==> src/rtl/cpu_alu_pkg.sv <==
// rtl/cpu_alu_pkg.sv - shared op encodings, flag indices and FSM states for cpu_alu_seq
package cpu_alu_pkg;

    localparam logic [7:0] OP_ADD = 8'h01;
    localparam logic [7:0] OP_SUB = 8'h02;
    localparam logic [7:0] OP_AND = 8'h04;
    localparam logic [7:0] OP_OR  = 8'h08;
    localparam logic [7:0] OP_XOR = 8'h10;
    localparam logic [7:0] OP_SHL = 8'h20;
    localparam logic [7:0] OP_SHR = 8'h40;
    localparam logic [7:0] OP_MUL = 8'h80;

    // FLAGS is packed as {Z,N,C,V}
    localparam int FLAG_Z = 3;
    localparam int FLAG_N = 2;
    localparam int FLAG_C = 1;
    localparam int FLAG_V = 0;

    typedef enum logic {
        ST_IDLE = 1'b0,
        ST_MUL  = 1'b1
    } state_t;

endpackage

==> src/rtl/cpu_alu_mul_iter.sv <==
// rtl/cpu_alu_mul_iter.sv - shift-add multiplier, one multiplier bit per cycle
module cpu_alu_mul_iter #(
    parameter int WIDTH = 16
) (
    input  logic                 clk,
    input  logic                 rst,
    input  logic                 start,
    input  logic [WIDTH-1:0]     a,
    input  logic [WIDTH-1:0]     b,
    output logic                 done,
    output logic [2*WIDTH-1:0]   product
);

    localparam int CW = $clog2(WIDTH);

    logic                 active;
    logic [CW-1:0]        cnt;
    logic [2*WIDTH-1:0]   acc;
    logic [2*WIDTH-1:0]   mcand;
    logic [WIDTH-1:0]     mplier;

    // product is the accumulator after the current step, so the caller can
    // capture the final value on the same edge that finishes the last step
    assign product = acc + (mplier[0] ? mcand : '0);
    assign done    = active && (cnt == CW'(WIDTH - 1));

    always_ff @(posedge clk) begin
        if (rst) begin
            active <= 1'b0;
            cnt    <= '0;
            acc    <= '0;
            mcand  <= '0;
            mplier <= '0;
        end else if (start) begin
            active <= 1'b1;
            cnt    <= '0;
            acc    <= '0;
            mcand  <= {{WIDTH{1'b0}}, a};
            mplier <= b;
        end else if (active) begin
            acc    <= product;
            mcand  <= mcand << 1;
            mplier <= mplier >> 1;
            cnt    <= cnt + 1'b1;
            if (done) begin
                active <= 1'b0;
            end
        end
    end

endmodule

==> src/rtl/cpu_alu_seq.sv <==
// rtl/cpu_alu_seq.sv - sequential ALU with valid/ready handshake and iterative multiply
module cpu_alu_seq
    import cpu_alu_pkg::*;
#(
    parameter int WIDTH = 16
) (
    input  logic              CLK,
    input  logic              RST,
    input  logic              IN_VALID,
    output logic              IN_READY,
    input  logic [WIDTH-1:0]  A,
    input  logic [WIDTH-1:0]  B,
    input  logic [7:0]        ICNT,
    output logic              OUT_VALID,
    input  logic              OUT_READY,
    output logic [WIDTH-1:0]  OUT,
    output logic [3:0]        FLAGS,
    output logic              ERR,
    output logic              BUSY
);

    localparam int MSB = WIDTH - 1;
    localparam int SW  = $clog2(WIDTH);

    state_t               state, state_nxt;
    logic                 accept, mul_start, mul_done;
    logic [2*WIDTH-1:0]   mul_product;
    logic [WIDTH-1:0]     res_c;
    logic [3:0]           flg_c, mul_flg;
    logic                 c_c, v_c, err_c;
    logic [SW-1:0]        shamt;
    logic [WIDTH:0]       add_w, sub_w, shl_w, shr_w;

    assign IN_READY  = (state == ST_IDLE) && (!OUT_VALID || OUT_READY);
    assign accept    = IN_VALID && IN_READY;
    assign mul_start = accept && (ICNT == OP_MUL);
    assign BUSY      = (state == ST_MUL);

    // extra top bit of each wide result carries carry/borrow/shifted-out bit
    assign shamt = B[SW-1:0];
    assign add_w = {1'b0, A} + {1'b0, B};
    assign sub_w = {1'b0, A} - {1'b0, B};
    assign shl_w = {1'b0, A} << shamt;
    assign shr_w = {A, 1'b0} >> shamt;

    always_comb begin
        res_c = '0;
        c_c   = 1'b0;
        v_c   = 1'b0;
        err_c = 1'b0;
        case (ICNT)
            OP_ADD: begin
                res_c = add_w[WIDTH-1:0];
                c_c   = add_w[WIDTH];
                v_c   = (A[MSB] == B[MSB]) && (res_c[MSB] != A[MSB]);
            end
            OP_SUB: begin
                res_c = sub_w[WIDTH-1:0];
                c_c   = sub_w[WIDTH];
                v_c   = (A[MSB] != B[MSB]) && (res_c[MSB] != A[MSB]);
            end
            OP_AND: res_c = A & B;
            OP_OR:  res_c = A | B;
            OP_XOR: res_c = A ^ B;
            OP_SHL: begin
                res_c = shl_w[WIDTH-1:0];
                c_c   = shl_w[WIDTH];
            end
            OP_SHR: begin
                res_c = shr_w[WIDTH:1];
                c_c   = shr_w[0];
            end
            OP_MUL: ;
            default: err_c = 1'b1;
        endcase
        flg_c = '0;
        if (!err_c) begin
            flg_c[FLAG_Z] = (res_c == '0);
            flg_c[FLAG_N] = res_c[MSB];
            flg_c[FLAG_C] = c_c;
            flg_c[FLAG_V] = v_c;
        end
    end

    always_comb begin
        mul_flg         = '0;
        mul_flg[FLAG_Z] = (mul_product[WIDTH-1:0] == '0);
        mul_flg[FLAG_N] = mul_product[MSB];
        mul_flg[FLAG_C] = |mul_product[2*WIDTH-1:WIDTH];
    end

    cpu_alu_mul_iter #(
        .WIDTH (WIDTH)
    ) u_mul (
        .clk     (CLK),
        .rst     (RST),
        .start   (mul_start),
        .a       (A),
        .b       (B),
        .done    (mul_done),
        .product (mul_product)
    );

    always_ff @(posedge CLK) begin
        if (RST) begin
            state <= ST_IDLE;
        end else begin
            state <= state_nxt;
        end
    end

    always_comb begin
        state_nxt = state;
        case (state)
            ST_IDLE: if (mul_start) state_nxt = ST_MUL;
            ST_MUL:  if (mul_done)  state_nxt = ST_IDLE;
            default: state_nxt = ST_IDLE;
        endcase
    end

    always_ff @(posedge CLK) begin
        if (RST) begin
            OUT_VALID <= 1'b0;
            OUT       <= '0;
            FLAGS     <= '0;
            ERR       <= 1'b0;
        end else if (mul_done) begin
            OUT_VALID <= 1'b1;
            OUT       <= mul_product[WIDTH-1:0];
            FLAGS     <= mul_flg;
            ERR       <= 1'b0;
        end else if (accept && !mul_start) begin
            OUT_VALID <= 1'b1;
            OUT       <= res_c;
            FLAGS     <= flg_c;
            ERR       <= err_c;
        end else if (OUT_READY) begin
            OUT_VALID <= 1'b0;
        end
    end

endmodule

==> config.mk <==
export PLATFORM = sky130hd
export DESIGN_NAME = cpu_alu_seq
export DESIGN_NICKNAME = d
export VERILOG_FILES = /design/src/rtl/cpu_alu_pkg.sv /design/src/rtl/cpu_alu_mul_iter.sv /design/src/rtl/cpu_alu_seq.sv
export SDC_FILE = /design/constraint.sdc
export NUM_CORES = 1
export LEC_CHECK = 0
export BUFFER_PORTS_ARGS = -buffer_cell sky130_fd_sc_hd__buf_2
export CORE_ASPECT_RATIO = 0.5
export CORE_MARGIN = 2
export CORE_UTILIZATION = 63
export CTS_CLUSTER_SIZE = 10
export DETAILED_ROUTE_END_ITERATION = 12
export PLACE_DENSITY_LB_ADDON = 0.12
export SYNTH_ARGS = -nofsm -noshare
export SYNTH_HDL_FRONTEND = slang
export SYNTH_SLANG_ARGS = --single-unit
==> constraint.sdc <==
create_clock -name CLK -period 4 [get_ports CLK]
set_input_delay 0.4 -clock CLK [delete_from_list [all_inputs] [get_ports CLK]]
set_output_delay 0.4 -clock CLK [all_outputs]
set_load 0.005 [all_outputs]
## Word level (Yosys, flattened, before mapping)

Cells that the tools add are included.

| word-level totals | value |
|---|---|
| logic and storage cells | 76 |
| output and inout bits | 24 |
| bits of input ports | 44 |
| bits in registers | 108 |

| cells by class | value |
|---|---|
| bitwise logic cells | 4 |
| add/sub/neg operators | 4 |
| reductions and logical operators | 19 |
| shift-type cells | 2 |
| mux-type cells | 22 |
| equality and inequality tests | 13 |

Operators by type and width:

| cell | count |
|---|---|
| 16-bit case mux with 7 select lines | 1 |
| 16-bit two-way mux | 6 |
| 32-bit adder | 1 |
| 16-bit logical NOT | 2 |
| 32-bit two-way mux | 1 |
| 16-bit by 16-bit adder with 17-bit output | 1 |
| 16-bit by 4-bit << shifter with 17-bit output | 1 |
| 17-bit by 4-bit right shift with 17-bit output | 1 |
| 16-bit by 16-bit subtractor with 17-bit output | 1 |
| 16-bit AND | 1 |
| 16-bit OR | 1 |
| 16-bit OR reduction | 1 |
| 16-bit bitwise XOR | 1 |
| 4-bit two-way mux | 3 |
| 8-bit by 1-bit equality test with 1-bit output (second input constant) | 1 |
| 8-bit by 2-bit equality test with 1-bit output (second input constant) | 1 |
| 8-bit by 3-bit equality test with 1-bit output (second input constant) | 1 |
| 8-bit by 4-bit equality test with 1-bit output (second input constant) | 1 |
| 8-bit by 5-bit equality test with 1-bit output (second input constant) | 1 |
| 8-bit by 6-bit equality test with 1-bit output (second input constant) | 1 |
| 8-bit by 7-bit equality test with 1-bit output (second input constant) | 1 |
| 8-bit equality test (second input constant) | 1 |
| 1-bit two-way mux | 8 |
| 8-bit OR reduction | 1 |
| 13 further kinds | 25 |

## Logic depth before layout (Yosys ltp)

| logic depth | value |
|---|---|
| depth after elaboration | 9 |
| gate-level depth with buffers | 14 |
| mapped depth without buffers | 14 |

## By module

From an unflattened synthesis, not the netlist that was laid out.

| second synthesis, totals | value |
|---|---|
| cells, all modules | 1346 |
| area, all modules | 10452.5 um^2 |

By module, submodules not included:

| module | area an instance (um^2) | times used | sequential area each (um^2) | cells each |
|---|---|---|---|---|
| cpu_alu_mul_iter | 5298.8 | 1 | 1701.6 | 648 |
| cpu_alu_seq | 5153.7 | 1 | 460.4 | 698 |

## Worst setup path after synthesis

OpenSTA, ideal clock, no wires.

| path | value |
|---|---|
| kind | register to register |
| start | reg u_mul.mplier[0] |
| end | reg FLAGS[3] |
| period minus slack after synthesis | 3570 ps |
| arrival time | 3511 ps |
| required time | 3942 ps |
| setup time | 58 ps |
| setup slack | 430 ps |
| cell stages (with the launch flop) | 12 |
| buffers on the path | 1 |
| cell sequence | dfxtp_1 > clkbuf_1 > nand2_1 > fa_1 > xnor2_1 > or4b_1 > or3_1 > or4_1 > or4_1 > or4_1 > a21oi_1 > a31o_1 |

| between the ends | value |
|---|---|
| cells in the longest elaborated chain, start to end | 4 |

Ends and longest elaborated chain:

| what | line | RTL |
|---|---|---|
| start: declaration | cpu_alu_mul_iter.sv:20 | `logic [WIDTH-1:0] mplier;` |
| start signal: assignment | cpu_alu_mul_iter.sv:43 | `mplier <= mplier >> 1;` |
| 32-bit two-way mux | cpu_alu_mul_iter.sv:24 | `assign product = acc + (mplier[0] ? mcand : '0);` |
| 32-bit adder | cpu_alu_mul_iter.sv:24 |  |
| 16-bit logical NOT | cpu_alu_seq.sv:87 | `mul_flg[FLAG_Z] = (mul_product[WIDTH-1:0] == '0);` |
| 4-bit two-way mux | cpu_alu_seq.sv:127 | `end else if (mul_done) begin` |
| end signal: assignment | cpu_alu_seq.sv:130 | `FLAGS <= mul_flg;` |
| end signal: assignment | cpu_alu_seq.sv:135 | `FLAGS <= flg_c;` |
| end: declaration | cpu_alu_seq.sv:17 | `output logic [3:0] FLAGS,` |

Every way passes these cells.
A chain may end at the register's enable or synchronous reset.

## Final worst setup path

| path | value |
|---|---|
| start | reg u_mul.mcand[0] |
| end | reg FLAGS[3] |

| between the ends | value |
|---|---|
| cells in the longest elaborated chain, start to end | 4 |

Ends and longest elaborated chain:

| what | line | RTL |
|---|---|---|
| start: declaration | cpu_alu_mul_iter.sv:19 | `logic [2*WIDTH-1:0] mcand;` |
| start signal: assignment | cpu_alu_mul_iter.sv:38 | `mcand <= {{WIDTH{1'b0}}, a};` |
| start signal: assignment | cpu_alu_mul_iter.sv:42 | `mcand <= mcand << 1;` |
| 32-bit two-way mux | cpu_alu_mul_iter.sv:24 |  |
| 32-bit adder | cpu_alu_mul_iter.sv:24 |  |
| 16-bit logical NOT | cpu_alu_seq.sv:87 |  |
| 4-bit two-way mux | cpu_alu_seq.sv:127 |  |

Every way passes these cells.

==> impl_metrics.py <==
metrics = {
    "timing": {
        "max_freq_mhz": 258,
        "rsz0062_at_grt": "yes",
        "hold_viol_final": 0,
        "post-route-period-util_pct": 97.0,
        "final_max_slew_viol_count": 0,
        "fin_crit_ns": 3.88,
        "slew_headroom_pct": 41.0,
        "final.setup_skew_ns": 0.00998,
        "setup_tns_ns": 0,
        "setup_viol": 0,
        "worst_slew_pin_slew_ns": 0.884,
    },
    "die": {
        "die_w_um": 185,
        "initial_utilization_pct": 65.7,
        "die_h_um": 94.5,
        "core_um2": 15700,
        "die_area_um2": 17500,
        "rows": 32,
        "io_pins": 68,
    },
    "critical_path": {
        "worstSetupPathType": "flop to flop",
        "worstSetupEndpointType": "flop",
        "path_max_fanout": 3,
        "cp-start-kind": "flop",
        "crit_arrival_ns": 4.18,
        "worstPathRequired_ns": 4.30,
    },
    "synthesis": {
        "netlist_area_um2": 10300,
        "synthTopCellsByCount": "nor2_1 (204), dfxtp_1 (108), a21oi_1 (104)",
        "async_flop_share_pct": 0,
        "syn_nets": 1478,
        "synth.distinct_cells": 83,
        "synth_edf_count": 0,
        "yosys.cell_count.top_type": "nor2_1",
        "yosysWarnings": 0,
        "synth.avg_cell_area_um2": 7.65,
        "ys_seq_area_share_pct": 21.0,
        "yosys_most_used_dff": "dfxtp_1",
        "syn_inst": 1347,
        "yosys_register_bits": 108,
        "synth_top_cell_by_area": "dfxtp_1",
        "synth_top_area_share_pct": 21.0,
        "synthTopCellsByArea": "dfxtp_1 (21%), ha_1 (10%), mux2i_1 (9.5%)",
    },
    "global_routing": {
        "grt.busiest_layer": "met2",
        "grt_pass1_wl_um": 52900,
        "track_usage_pct": 38.8,
        "use_met2_pct": 63.5,
        "first_global_vias": 9825,
        "global_route.usage.met3_pct": 7.17,
        "overflow": 0,
        "antenna_found_initial": 0,
        "grt_start_max_net_pins": 66,
        "grt.met1_usage_pct": 51.5,
    },
    "routing": {
        "vias": 10586,
        "drtIter0Drc": 1184,
        "wirelength_um": 33600,
        "drc": 0,
        "route.detailed.wl_per_inst_um": 21.0,
        "firstDrtPassIters": 6,
        "final_antenna_net_count": 0,
        "viasPerCell": 6.62,
    },
    "cells_and_area": {
        "diodes": 0,
        "drive_gt1_share_pct": 11.6,
        "nets": 1505,
        "n_fill_cell": 1338,
        "area_growth_pct": 8.48,
        "fin_area_um2": 11200,
    },
    "place": {
        "dp_hpwl_um": 25300,
        "port_buffers": 67,
        "gp_congestion": 1.03,
        "postPlaceCellArea_um2": 10900,
    },
    "outcome": {
        "outcome": "complete, no violations",
    },
    "cts": {
        "clock_latency_ns": 0.35,
        "cts_root_buf": "clkbuf_16",
        "clk_pin_slew_ns": 0.07,
        "cts.sinks": 108,
        "cts_buffers": 9,
        "clockBufferDepth": 2,
        "ctsHtreeMaxLevel": 3,
        "cts_setup_buffers": 0,
        "cts_tree": "built",
    },
    "hold_path": {
        "hold_class": "input pin to flop",
    },
    "run": {
        "drv_cap": 0,
    },
    "power": {
        "p_leak_nw": 4.61,
        "p_per_area_nw_per_um2": 237,
        "max-vdd-ir-drop_uv": 306,
    },
}
layer usage:
metal / vias up / routed length, um / share of wire, %
li1: 4960 / - / -
met1: 4959 / 14400 / 43
met2: 590 / 14800 / 44
met3: 77 / 3430 / 10
met4: 0 / 983 / 2.9
met5: - / 0 / 0
power by group:
group	internal [mW]	total, mW	switching, mW
clock	0.522	0.927	0.405
combinational	0.230	0.630	0.400
sequential	1.09	1.10	0.00898
total	1.84	2.66	0.814
path summary, 6_finish.rpt:
check,startpoint,to,slack (ns),depth (start not counted)
hold / removal,B[15],u_mul.mplier[15]$_SDFFE_PP0P_,0.34,3
setup reg to reg,u_mul.mcand[0]$_SDFFE_PP0P_,FLAGS[3]$_SDFFE_PP0P_,0.12,12
setup / recovery,u_mul.mcand[0]$_SDFFE_PP0P_,FLAGS[3]$_SDFFE_PP0P_,0.12,12
hold reg to reg,BUSY$_SDFF_PP0_,BUSY$_SDFF_PP0_,0.48,2
cell type report:
class | count | area [um2] | share of cell area (%)
Timing Repair Buffer | 109 | 654 | 5.85
Tap cell | 221 | 277 | 2.47
Clock inverter | 5 | 58.8 | 0.526
Clock buffer | 11 | 253 | 2.26
Inverter | 66 | 248 | 2.21
Multi-Input combinational cell | 1080 | 7530 | 67.3
Sequential cell | 108 | 2170 | 19.4
cell families after synthesis:
group                    synth area share, %
flip-flops                              21.0
AND/OR/NAND/NOR                         21.6
multiplexers                            13.6
AO/OA/AOI/OAI                           24.1
XOR/XNOR                                2.89
adder cells (fa/ha/maj)                 10.8
buffers and inverters                   6.06
critical path, stage by stage (launching register included):
cell and delay [ns]:
dfxtp_1 0.35, and2_1 0.13, ha_1 0.20, inv_1 0.07
fa_1 0.43, xnor2_1 0.20, or4b_1 0.52, or3_1 0.34
or4_1 0.40, or4_1 0.39, or4_1 0.53, a21oi_1 0.17
a31o_1 0.11
what timing repair did:
action,CTS,global route
endpoints found under the setup margin,0,2
resized for setup,0,1
hold buffers,0,0
per-stage QoR:
stage	hold slack [ns]	util, %	worst slack [ns]	power [mW]	std cells
after floorplan	0.450	-	0.430	1.52	1347
after global placement	0.459	69.3	0.254	1.72	1584
after detailed placement	0.475	69.3	0.194	1.73	1584
after CTS	0.335	71.2	0.160	2.64	1600
after global routing	0.345	71.3	-0.0354	2.75	1600
final	0.337	71.3	0.121	2.66	1600
sequential cells by signal, summed over array words and instances (netlist names), 4 cells and up:
name and flops:
u_mul.mplier 16, u_mul.acc 32, u_mul.mcand 32, FLAGS 4, u_mul.cnt 4, OUT 16
cell usage in the layout (no fill, tap or decap), types with 15 or more instances in the layout:
cell type,Yosys,routed
buf_4,0,41
a21oi_1,104,104
xnor2_1,22,22
inv_1,64,64
o21ai_0,52,52
dfxtp_1,108,107
nand3_1,19,19
nand4_1,18,18
nand2_1,76,76
a211oi_1,56,56
mux2i_1,98,98
nor3_1,35,35
nor2_1,204,203
buf_2,9,67
nand2b_1,17,16
o211ai_1,15,15
ha_1,84,84
and2_1,34,34
a21o_1,23,23
(Power assumes the default switching activity.)
